## src/rtl/fetch_pc_unit.sv

```systemverilog
// fetch_pc_unit: owns the PC, issues one instruction fetch at a time over a
// req/gnt/rvalid handshake, holds the fetched word for execute, and selects
// the next PC (sequential, JAL, JALR or taken branch) when execute accepts it.
// A misaligned next PC parks the unit in HALT until reset.
module fetch_pc_unit #(
  parameter logic [31:0] RESET_PC = 32'h0000_0000,
  parameter logic [31:0] NOP_INSN = 32'h0000_0013
) (
  input  logic        clk,
  input  logic        rst_n,
  output logic        imem_req,
  output logic [31:0] imem_addr,
  input  logic        imem_gnt,
  input  logic        imem_rvalid,
  input  logic [31:0] imem_rdata,
  output logic        inst_valid,
  input  logic        inst_ready,
  output logic [31:0] Instruction,
  output logic [31:0] pc,
  output logic [31:0] pc_plus4,
  input  logic [31:0] rs1Data,
  input  logic        Branch,
  output logic        misaligned,
  output logic [31:0] retired
);

  localparam logic [2:0] ST_IDLE = 3'd0;
  localparam logic [2:0] ST_REQ  = 3'd1;
  localparam logic [2:0] ST_WAIT = 3'd2;
  localparam logic [2:0] ST_HOLD = 3'd3;
  localparam logic [2:0] ST_HALT = 3'd4;

  localparam logic [6:0] OP_JAL    = 7'b110_1111;
  localparam logic [6:0] OP_JALR   = 7'b110_0111;
  localparam logic [6:0] OP_BRANCH = 7'b110_0011;

  // I-type immediate from instruction bits [31:20].
  function automatic logic [31:0] imm_i(input logic [11:0] raw);
    return {{20{raw[11]}}, raw};
  endfunction

  // B-type immediate from bits [31:25] (hi) and [11:7] (lo); LSB is always 0.
  function automatic logic [31:0] imm_b(input logic [6:0] hi, input logic [4:0] lo);
    return {{20{hi[6]}}, lo[0], hi[5:0], lo[4:1], 1'b0};
  endfunction

  // J-type immediate from bits [31:12]; LSB is always 0.
  function automatic logic [31:0] imm_j(input logic [19:0] raw);
    return {{12{raw[19]}}, raw[7:0], raw[8], raw[18:9], 1'b0};
  endfunction

  logic [2:0]  state_r;
  logic [2:0]  state_s;
  logic [31:0] pc_r;
  logic [31:0] insn_r;
  logic [31:0] retired_r;
  logic [31:0] target_s;
  logic        req_r;
  logic        valid_r;
  logic        misaligned_r;
  logic        accept_s;
  logic        target_bad_s;

  // Candidate next PC for the held instruction, using the live Branch and rs1Data.
  always_comb begin
    target_s = pc_r + 32'd4;
    case (insn_r[6:0])
      OP_JAL:  target_s = pc_r + imm_j(insn_r[31:12]);
      OP_JALR: target_s = (rs1Data + imm_i(insn_r[31:20])) & 32'hFFFF_FFFE;
      OP_BRANCH: begin
        if (Branch) begin
          target_s = pc_r + imm_b(insn_r[31:25], insn_r[11:7]);
        end else begin
          target_s = pc_r + 32'd4;
        end
      end
      default: target_s = pc_r + 32'd4;
    endcase
  end

  assign accept_s     = (state_r == ST_HOLD) && inst_ready;
  assign target_bad_s = (target_s[1:0] != 2'b00);

  // Fetch sequencing: one outstanding request, hold until execute accepts.
  always_comb begin
    state_s = state_r;
    case (state_r)
      ST_IDLE: state_s = ST_REQ;
      ST_REQ: begin
        if (imem_gnt) begin
          state_s = ST_WAIT;
        end else begin
          state_s = ST_REQ;
        end
      end
      ST_WAIT: begin
        if (imem_rvalid) begin
          state_s = ST_HOLD;
        end else begin
          state_s = ST_WAIT;
        end
      end
      ST_HOLD: begin
        if (inst_ready) begin
          if (target_bad_s) begin
            state_s = ST_HALT;
          end else begin
            state_s = ST_REQ;
          end
        end else begin
          state_s = ST_HOLD;
        end
      end
      ST_HALT: state_s = ST_HALT;
      default: state_s = ST_IDLE;
    endcase
  end

  // State register plus registered request/valid flags decoded from the next state.
  always_ff @(posedge clk or negedge rst_n) begin
    if (!rst_n) begin
      state_r <= ST_IDLE;
      req_r   <= 1'b0;
      valid_r <= 1'b0;
    end else begin
      state_r <= state_s;
      req_r   <= (state_s == ST_REQ);
      valid_r <= (state_s == ST_HOLD);
    end
  end

  // PC, held instruction word, sticky misalignment trap and retire counter.
  always_ff @(posedge clk or negedge rst_n) begin
    if (!rst_n) begin
      pc_r         <= RESET_PC;
      insn_r       <= NOP_INSN;
      misaligned_r <= 1'b0;
      retired_r    <= 32'd0;
    end else begin
      if ((state_r == ST_WAIT) && imem_rvalid) begin
        insn_r <= imem_rdata;
      end else if (accept_s) begin
        insn_r <= NOP_INSN;
      end
      if (accept_s && !target_bad_s) begin
        pc_r      <= target_s;
        retired_r <= retired_r + 32'd1;
      end
      if (accept_s && target_bad_s) begin
        misaligned_r <= 1'b1;
      end
    end
  end

  assign imem_req    = req_r;
  assign imem_addr   = pc_r;
  assign inst_valid  = valid_r;
  assign Instruction = insn_r;
  assign pc          = pc_r;
  assign pc_plus4    = pc_r + 32'd4;
  assign misaligned  = misaligned_r;
  assign retired     = retired_r;

endmodule

```

## config.mk

```make
export PLATFORM = sky130hd
export DESIGN_NAME = fetch_pc_unit
export DESIGN_NICKNAME = d
export VERILOG_FILES = /design/src/rtl/fetch_pc_unit.sv
export SDC_FILE = /design/constraint.sdc
export NUM_CORES = 1
export LEC_CHECK = 0
export ABC_AREA = 0
export BUFFER_PORTS_ARGS = -buffer_cell sky130_fd_sc_hd__buf_2
export CORE_UTILIZATION = 40
export CTS_CLUSTER_DIAMETER = 120
export DETAILED_ROUTE_END_ITERATION = 12
export GPL_TIMING_DRIVEN = 0
export SLEW_MARGIN = 30
export SYNTH_ARGS = -nofsm -noshare
export SYNTH_HDL_FRONTEND = slang
export SYNTH_SLANG_ARGS = --single-unit
```

## constraint.sdc

```tcl
create_clock -name clk -period 3.5 [get_ports clk]
set_input_delay 0.175 -clock clk [delete_from_list [all_inputs] [get_ports clk]]
set_output_delay 0.175 -clock clk [all_outputs]
set_load 0.01 [all_outputs]
```

* Word-level counts from Yosys, hierarchy flattened
Index checks and enable logic that the tools add are counted.
Cells by class: equal/unequal tests 9, reductions and logical operators 8, multipliers 0, divide/modulo/power cells 0, magnitude comparators 0, bitwise logic cells 0, add/sub/neg operators 5, shifts and indexed selects 0, multiplexer cells 9
Operator list (count):
- $add 32x32->32 | 3
- $mux 32 | 3
- $pmux 32 s3 | 1
- $add 32x1->32 const B | 1
- $add 32x3->32 const B | 1
- $eq 7x7->1 const B | 3
- $pmux 3 s5 | 1
- $eq 3x2->1 const B | 3
- $eq 3x1->1 const B | 2
- $mux 3 | 2
- $logic_and 1x1->1 | 4
- $reduce_bool 2->1 | 2
- $eq 3x3->1 const B | 1
- $logic_not 3->1 | 1
- $mux 2 | 1
- $logic_not 1->1 | 1
- $mux 1 | 1
Storage, ports and cells: latch bits 0, output and inout bits 163, memory bits (read-only) 0, register bits 102, memory bits (writable) 0, word-level logic and storage cells 38, memories kept 0

* Logic depth before layout (Yosys ltp)
Gate-level depths: netlist of the first run.
word-level depth 8, mapped depth 11, mapped depth without buffers 11

* Worst setup path after synthesis of the first run
Ideal clock, no wire load.
path type reg-to-reg, start point register insn_r[31] (netlist: Instruction[31]), end point register pc_r[24] (netlist: imem_addr[24]), arrival time 3.273 ns, required time 3.372 ns, setup time 0.128 ns, buffers on the path 1, stages on the path, launching flop included 11, path slack 0.100 ns, path through dfrtp_1 > ha_1 > buf_2 > and3_1 > a221o_1 > a21oi_2 > nand2_1 > a31o_2 > mux2_4 > a2111oi_2 > nor2_1
Between the ends: longest elaborated chain between the ends 3, elaborated cells between the ends (all ways) 5
Ends and longest elaborated chain:
- start, declared | RTL line 55 | logic [31:0] insn_r;
- start signal, assigned | RTL line 141 | insn_r <= imem_rdata;
- $add 32x32->32 | RTL line 72 | target_s = pc_r + imm_b(insn_r[31:25], insn_r[11:7]);
- $mux 32 | RTL line 71 | if (Branch) begin
- $pmux 32 s3 * | RTL line 67 | case (insn_r[6:0])
- end signal, assigned | RTL line 146 | pc_r <= target_s;
- end, declared | RTL line 54 | logic [31:0] pc_r;
Every way passes the cells marked *; elsewhere a longest branch is shown, timed or not. A chain may end at the register's enable or synchronous reset.

* Final worst setup path of the first run
start point register insn_r[26] (netlist: Instruction[26]), end point register pc_r[27] (netlist: imem_addr[27])
Same word-level chain as after synthesis.

==> results of run 1 <==
[worst paths after layout]
kind / start / slack, ns / to / cells after the start
worst max-delay path: Instruction[26] / 0.09 / imem_addr[27] / 11
worst min-delay path: imem_rdata[12] / 0.007 / Instruction[12] / 2
worst max register to register: Instruction[26] / 0.09 / imem_addr[27] / 11
worst min register to register: retired[31] / 0.47 / retired[31] / 1
max in group asynchronous: rst_n / 2.56 / Instruction[4] / 3
min in group asynchronous: rst_n / 0.24 / imem_addr[30] / 2
[report_power, final]
part / switching [W] / internal, W
Clock: 0.000543 / 0.000568
Combinational: 0.00579 / 0.00403
Sequential: 0.000698 / 0.00157
Total: 0.00703 / 0.00616
[cells in the mapped netlist (all sizes together) (6+ instances only)]
cell | count | area [sq um]
and2 | 11 | 70.1
and4 | 8 | 70.1
o21a | 16 | 120
a222oi | 6 | 60.1
xor2 | 36 | 315
ha | 75 | 938
dfrtp | 99 | 2480
nor2b | 10 | 62.6
a21oi | 92 | 498
mux2i | 7 | 70.1
nand4 | 24 | 150
nand3 | 41 | 205
o21ai | 75 | 383
a22oi | 6 | 45.0
inv | 23 | 86.3
or3 | 10 | 62.6
a21o | 32 | 240
a31oi | 17 | 143
nor3 | 14 | 70.1
buf | 42 | 300
nand2b | 8 | 50.1
o22ai | 11 | 68.8
a221oi | 18 | 164
clkbuf | 37 | 139
nand2 | 115 | 432
nor2 | 97 | 367
a22o | 29 | 254
o21bai | 12 | 90.1
and3 | 23 | 144
a211o | 7 | 61.3
o211ai | 14 | 105
xnor2 | 71 | 622
a211oi | 14 | 120
[stage by stage]
step | setup slack [ns] | hold slack, ns
3_5_place_dp | -0.381 | 0.0417
6_report | 0.0936 | 0.00700
5_1_grt | -0.0154 | 0.0120
3_3_place_gp | -0.838 | 0.398
2_1_floorplan | 0.0998 | -0.121
4_1_cts | 0.00366 | 0.00884
[area by class of cell]
class	count	area (sq um)	area share, %
Timing Repair Buffer	241	1290	10.9
Clock inverter	7	80.1	0.677
Multi-Input combinational cell	966	6760	57.1
Inverter	23	86.3	0.730
Tap cell	319	399	3.37
Sequential cell	102	2560	21.7
Buffer	77	432	3.65
Clock buffer	9	225	1.90
[state kept, by name (all words and copies together) (netlist names)]
name / flops
inst_valid: 1
Instruction: 32
imem_req: 1
retired: 32
misaligned: 1
state_r: 3
imem_addr: 32
[metal layers]
metal	vias to the layer above	GRT usage, %
li1	4847	-
met1	4814	37.9
met2	359	46.2
met3	67	3.42
met4	0	11.0
met5	-	0
[cell families after synthesis]
group,Yosys count
muxes,9
DFF,102
AOI/OAI and AO/OA,393
buffers and inverters,102
adders and majority gates,78
xor gates and xnor gates,107
and+or+nand+nor,379
[worst register-to-register path: stages (launching register included)]
cell	delay, ns
dfrtp_1	0.44
ha_1	0.41
nand3_1	0.24
o31ai_1	0.52
o311ai_4	0.18
a211oi_2	0.33
o41ai_2	0.09
buf_4	0.16
o21ai_4	0.21
xnor2_1	0.20
o21ai_0	0.12
o32a_1	0.39
[timing repair]
item                                   in CTS  in global routing
setup buffers                               0                  6
pin swaps                                   0                  5
endpoints found under the hold margin      26                  0
setup endpoints to repair                   8                 11
hold buffers                                1                  0
resized for setup                           4                 17
==> impl_results.md, run 1 <==
* DR pass1 iterations at 5
* Antenna viol nets, final at 0
* Crit path kind: reg -> reg
* Total Wirelength at 35,400 um
* Largest net degree at the start of global routing at 77
* Post-Synth Simple-Gate Area at 18.8%
* Metal2 WL at 16,500 um
* Ys async rst share at 100%
* PwrDens at 1120 nW/um^2
* Synth Cell Area at 9710 sq um
* Skew-Pair Late Insertion Delay at 0.38 ns
* Seq/Total Area, Yosys at 26.3%
* Post-layout util at 50.1%
* Top_reg_cell synth: dfrtp_1
* CTS Sinks at 102
* Post-synth EDFFs at 0
* Routed vias/inst at 5.78
* Num rows at 56
* Tmin final at 3.41 ns
* Post-Synthesis Cells at 1,170
* Clock buffer count from CTS at 9
* Reg clk slew, reported paths at 0.09 ns
* Synth Area in Compound Gates at 28.5%
* Final nets at 1,568
* Pin slew with the least headroom to its limit at 0.942 ns
* Post-Synth XOR/XNOR Area at 9.65%
* Count of cell types in the netlist at 83
* Worst hold path class: in -> reg
* Final setup viols at 0
* Max-slew headroom at 37.2%
* Final Hold Fails at 0
* Adder-Cell Fraction of Synth Area at 10.3%
* Antenna violations before repair at 0
* Vias in the first global route at 9,338
* Routed wl met3 at 1900 um
* Mux cell area share after synthesis at 0.992%
* Pins Over Slew Limit at 0
* Synthesized area per cell at 8.30 sq um
* Commonest non-fill, non-tap cell in the layout: buf_2
* Crit-path max FO at 6
* Clock Skew at 0.0185 ns
* Synth warn at 0
* Post-placement cell area at 11,300 sq um
* H-Tree Depth at 3
* Max-capacitance violation count at 0
* LEAKAGE at 5.51 nW
* Gr usage total at 28.3%
* Filler Cell Count at 2,337
* CTS tree: yes
* Startpoint types: flip-flop
* WP data arrival at 3.66 ns
* Endpoint class of the critical path: flip-flop
* WL met1 at 15,800 um
* Status: finished clean
* Antenna diodes at 0
* Critical-path cell list: ha_1, nand3_1, o31ai_1, o311ai_4, a211oi_2, o41ai_2, buf_4, o21ai_4, xnor2_1, o21ai_0, o32a_1
* Die height at 158 um
* Io pins at 233
* Final Cycle Share at 97.3%
* Fin area at 11,800 sq um
* First-pass GRT wire length at 53,100 um
* VDD IR max at 0.000482 V
* Total congestion overflow at 0
* Number of buffers added on ports at 232
* Unrepaired setup endpoints after global routing: yes
* Final Power at 0.0132 W
* Max Used Layer: met4
* Slowest CP cell: o31ai_1
* Die area at 24,900 sq um
* FF+latch count, synth at 102
* Post-Layout Cell Count at 1,744
* Area Growth Syn to Fin at 21.9%
* Setup TNS at 0 ns
* Wire per inst at 20.3 um
* Post-DP HPWL at 27,300 um
* Core area at 23,600 sq um
* Maximum operating frequency at 294 MHz
* Starting Density at 41.1%
* DP Cell Count at 1,723
* Cell family with most CP delay: compound AO/OA/AOI/OAI gates
* Most frequent cells in the layout: buf_2 (237), nand2_1 (115), dfrtp_1 (96)
* Initial DRC Count at 693
* Main combinational cell family by area after synthesis: compound AO/OA/AOI/OAI gates
* Root Buffer: clkbuf_16
* CP required at 3.75 ns
* DRC Markers at 0
* Layout cells sized above 1 at 23.9%
* CTS max path bufs at 2
* Worst path buffer plus inverter count at 1
* Synth Net Count at 1,318
* Vias at 10,087
* Die W at 158 um
* GP Congestion at 0.905
* CP peak stage delay at 0.52 ns
Note: power is estimated with default switching activity, not from simulation.
==> inputs of run 2 (changes only) <==
CAP_MARGIN = 20   (was not set)
CORE_UTILIZATION = 50   (was 40)
PLACE_DENSITY = 0.78   (was not set)
==> impl_results.md, run 2 (synthesized netlist as in run 1, its figures left out) <==
* Core area at 18,900 sq um (-20%)
* Post-DP HPWL at 25,900 um (-5.1%)
* VDD IR max at 0.000549 V (+14%)
* P_sw at 0.00689 W (-2.0%)
* Num rows at 50 (-11%)
* Root Buffer: clkbuf_16
* First-pass GRT wire length at 51,600 um (-2.8%)
* Clock Power Share at 8.3% (about the same)
* H-Tree Depth at 3 (unchanged)
* Tmin final at 3.45 ns (+0.0394 ns)
* Skew-Pair Late Insertion Delay at 0.36 ns (-0.02 ns)
* Hold_sp: imem_rdata[25]
* Maximum operating frequency at 290 MHz (-1.1%)
* Sequential share of power at 17.5% (+0.3 points)
* Wire per inst at 19.9 um (-1.9%)
* Reg clk slew, reported paths at 0.08 ns (about the same)
* Post-placement cell area at 11,300 sq um (-0.62%)
* Final Hold Fails at 0 (unchanged)
* Routed vias/inst at 6.14 (+6.2%)
* Layout cells sized above 1 at 23.5% (-0.31 points)
* WP data arrival at 3.69 ns (+0.03 ns)
* Unrepaired setup endpoints after global routing: yes
* Antenna violations before repair at 1 (+1)
* Pin slew with the least headroom to its limit at 0.997 ns (+0.0552 ns)
* Combinational share of power at 74.2% (-0.2 points)
* Post-Layout Cell Count at 1,688 (-3.2%)
* Status: finished clean
* Die W at 141 um (-10%)
* Die area at 20,000 sq um (-20%)
* Gr usage total at 33.6% (+5.3 points)
* Max-capacitance violation count at 0 (unchanged)
* FF-to-FF path depth at 11 (unchanged)
* Largest net degree at the start of global routing at 69 (-10%)
* Antenna viol nets, final at 0 (unchanged)
* Io pins at 233 (unchanged)
* Number of buffers added on ports at 232 (unchanged)
* Commonest non-fill, non-tap cell in the layout: buf_2
* DR pass1 iterations at 6 (+1)
* Crit-path max FO at 23 (+17)
* Final setup viols at 0 (unchanged)
* Startpoint types: flip-flop
* Most frequent cells in the layout: buf_2 (237), nand2_1 (115), dfrtp_1 (96), nor2_1 (96), a21oi_1 (85)
* Vias at 10,366 (+2.8%)
* Starting Density at 51.4% (+10 points)
* Fin area at 11,700 sq um (-1.2%)
* Initial DRC Count at 824 (+19%)
* Final nets at 1,570 (+0.13%)
* Area Growth Syn to Fin at 20.4%
* Pint at 0.00610 W (-1.0%)
* Clock buffer count from CTS at 9 (unchanged)
* DP Cell Count at 1,664 (-3.4%)
* Max-slew headroom at 33.5% (-3.7 points)
* Worst hold path class: in -> reg
* CTS Sinks at 102 (unchanged)
* PwrDens at 1110 nW/um^2 (-0.39%)
* Worst r2r dst: imem_addr[27]
* Total Wirelength at 33,600 um (-5.1%)
* Final Cycle Share at 98.5% (+1.1 points)
* FF-to-FF Start: Instruction[31]
* CTS max path bufs at 2 (unchanged)
* Crit path kind: reg -> reg
* Post-layout util at 61.9% (+12 points)
* Endpoint class of the critical path: flip-flop
* DRC Markers at 0 (unchanged)
* GP Congestion at 0.965 (+6.6%)
* Total congestion overflow at 0 (unchanged)
* CTS tree: yes
* LEAKAGE at 5.49 nW (-0.39%)
* Die height at 141 um (-10%)
* Pins Over Slew Limit at 0 (unchanged)
* Reg2reg setup slack at 0.05 ns (-0.04 ns)
* WHS Endpoint: Instruction[25]
* Hold path cells at 2 (unchanged)
* Vias in the first global route at 9,577 (+2.6%)
* CP required at 3.75 ns (about the same)
* Switching part of the total at 53.0% (-0.26 points)
* Clock Skew at 0.00898 ns (-0.00947 ns)
[run 2: worst max-delay path by stage]
stage | startpoint | endpoint | slack, ns
after floorplan | Instruction[31] | imem_addr[24] | 0.1
after global placement | Instruction[31] | imem_addr[27] | -0.71
after detailed placement | imem_addr[2] | imem_addr[24] | -0.18
after CTS | Instruction[31] | imem_addr[27] | 0.005
after global routing | Instruction[22] | imem_addr[27] | -0.001
final | Instruction[31] | imem_addr[27] | 0.05
[run 2: final cells by class]
type                    count  area (sq um)
multi-input cells         966          6690
flip-flops and latches    102          2560
well taps                 260           325
clock buffers              10           239
plain buffers              79           439
inverters                  23          86.3
clock inverters             6          66.3
fillers                  1723          7200
diodes                      1          2.50
repair buffers            241          1280
[run 2: per-layer routing]
metal / GRT usage, % / wire [um] / part of all wire [%]
met3: 6.65 / 2500 / 7.4
met5: 0 / 0 / 0
met4: 14.4 / 1440 / 4.3
met2: 55.9 / 15700 / 47
met1: 42.4 / 14000 / 42
[run 2: timing repair]
item                                    4_1_cts  5_1_grt
hold buffers                                  1        0
buffers inserted                              1        5
pin swaps                                     1        3
endpoints found under the setup margin        4       14
endpoints found under the hold margin        34        0
gates resized for setup                       3        9
[run 2: per-stage QoR]
step	setup TNS, ns	hold slack [ns]	worst slack, ns	power (W)
CTS	0	0.0206	0.00457	0.0127
finish	0	0.0296	0.0541	0.0130
global placement	-7.07	0.397	-0.709	0.0114
detailed placement	-0.177	0.0967	-0.177	0.0116
global route	-0.00127	0.0251	-0.00127	0.0140
floorplan	0	-0.121	0.0998	0.00892
[run 2: power groups by stage]
stage / Combinational (W) / Clock [W] / Sequential (W)
after floorplan: 0.00665 / 0 / 0.00227
after global placement: 0.00908 / 0 / 0.00233
after detailed placement: 0.00926 / 0 / 0.00231
after CTS: 0.00935 / 0.00109 / 0.00229
after global routing: 0.0105 / 0.00114 / 0.00232
final: 0.00963 / 0.00108 / 0.00227
[run 2: critical path, cell delays in order, from the launching register on]
cell     delay (ns)
dfrtp_4        0.52
buf_16         0.18
ha_1           0.37
a21o_1         0.20
a21o_1         0.18
a21oi_1        0.24
o21ai_0        0.18
o41ai_2        0.46
o21ai_2        0.19
xnor2_1        0.30
o21ai_0        0.13
o32a_1         0.37
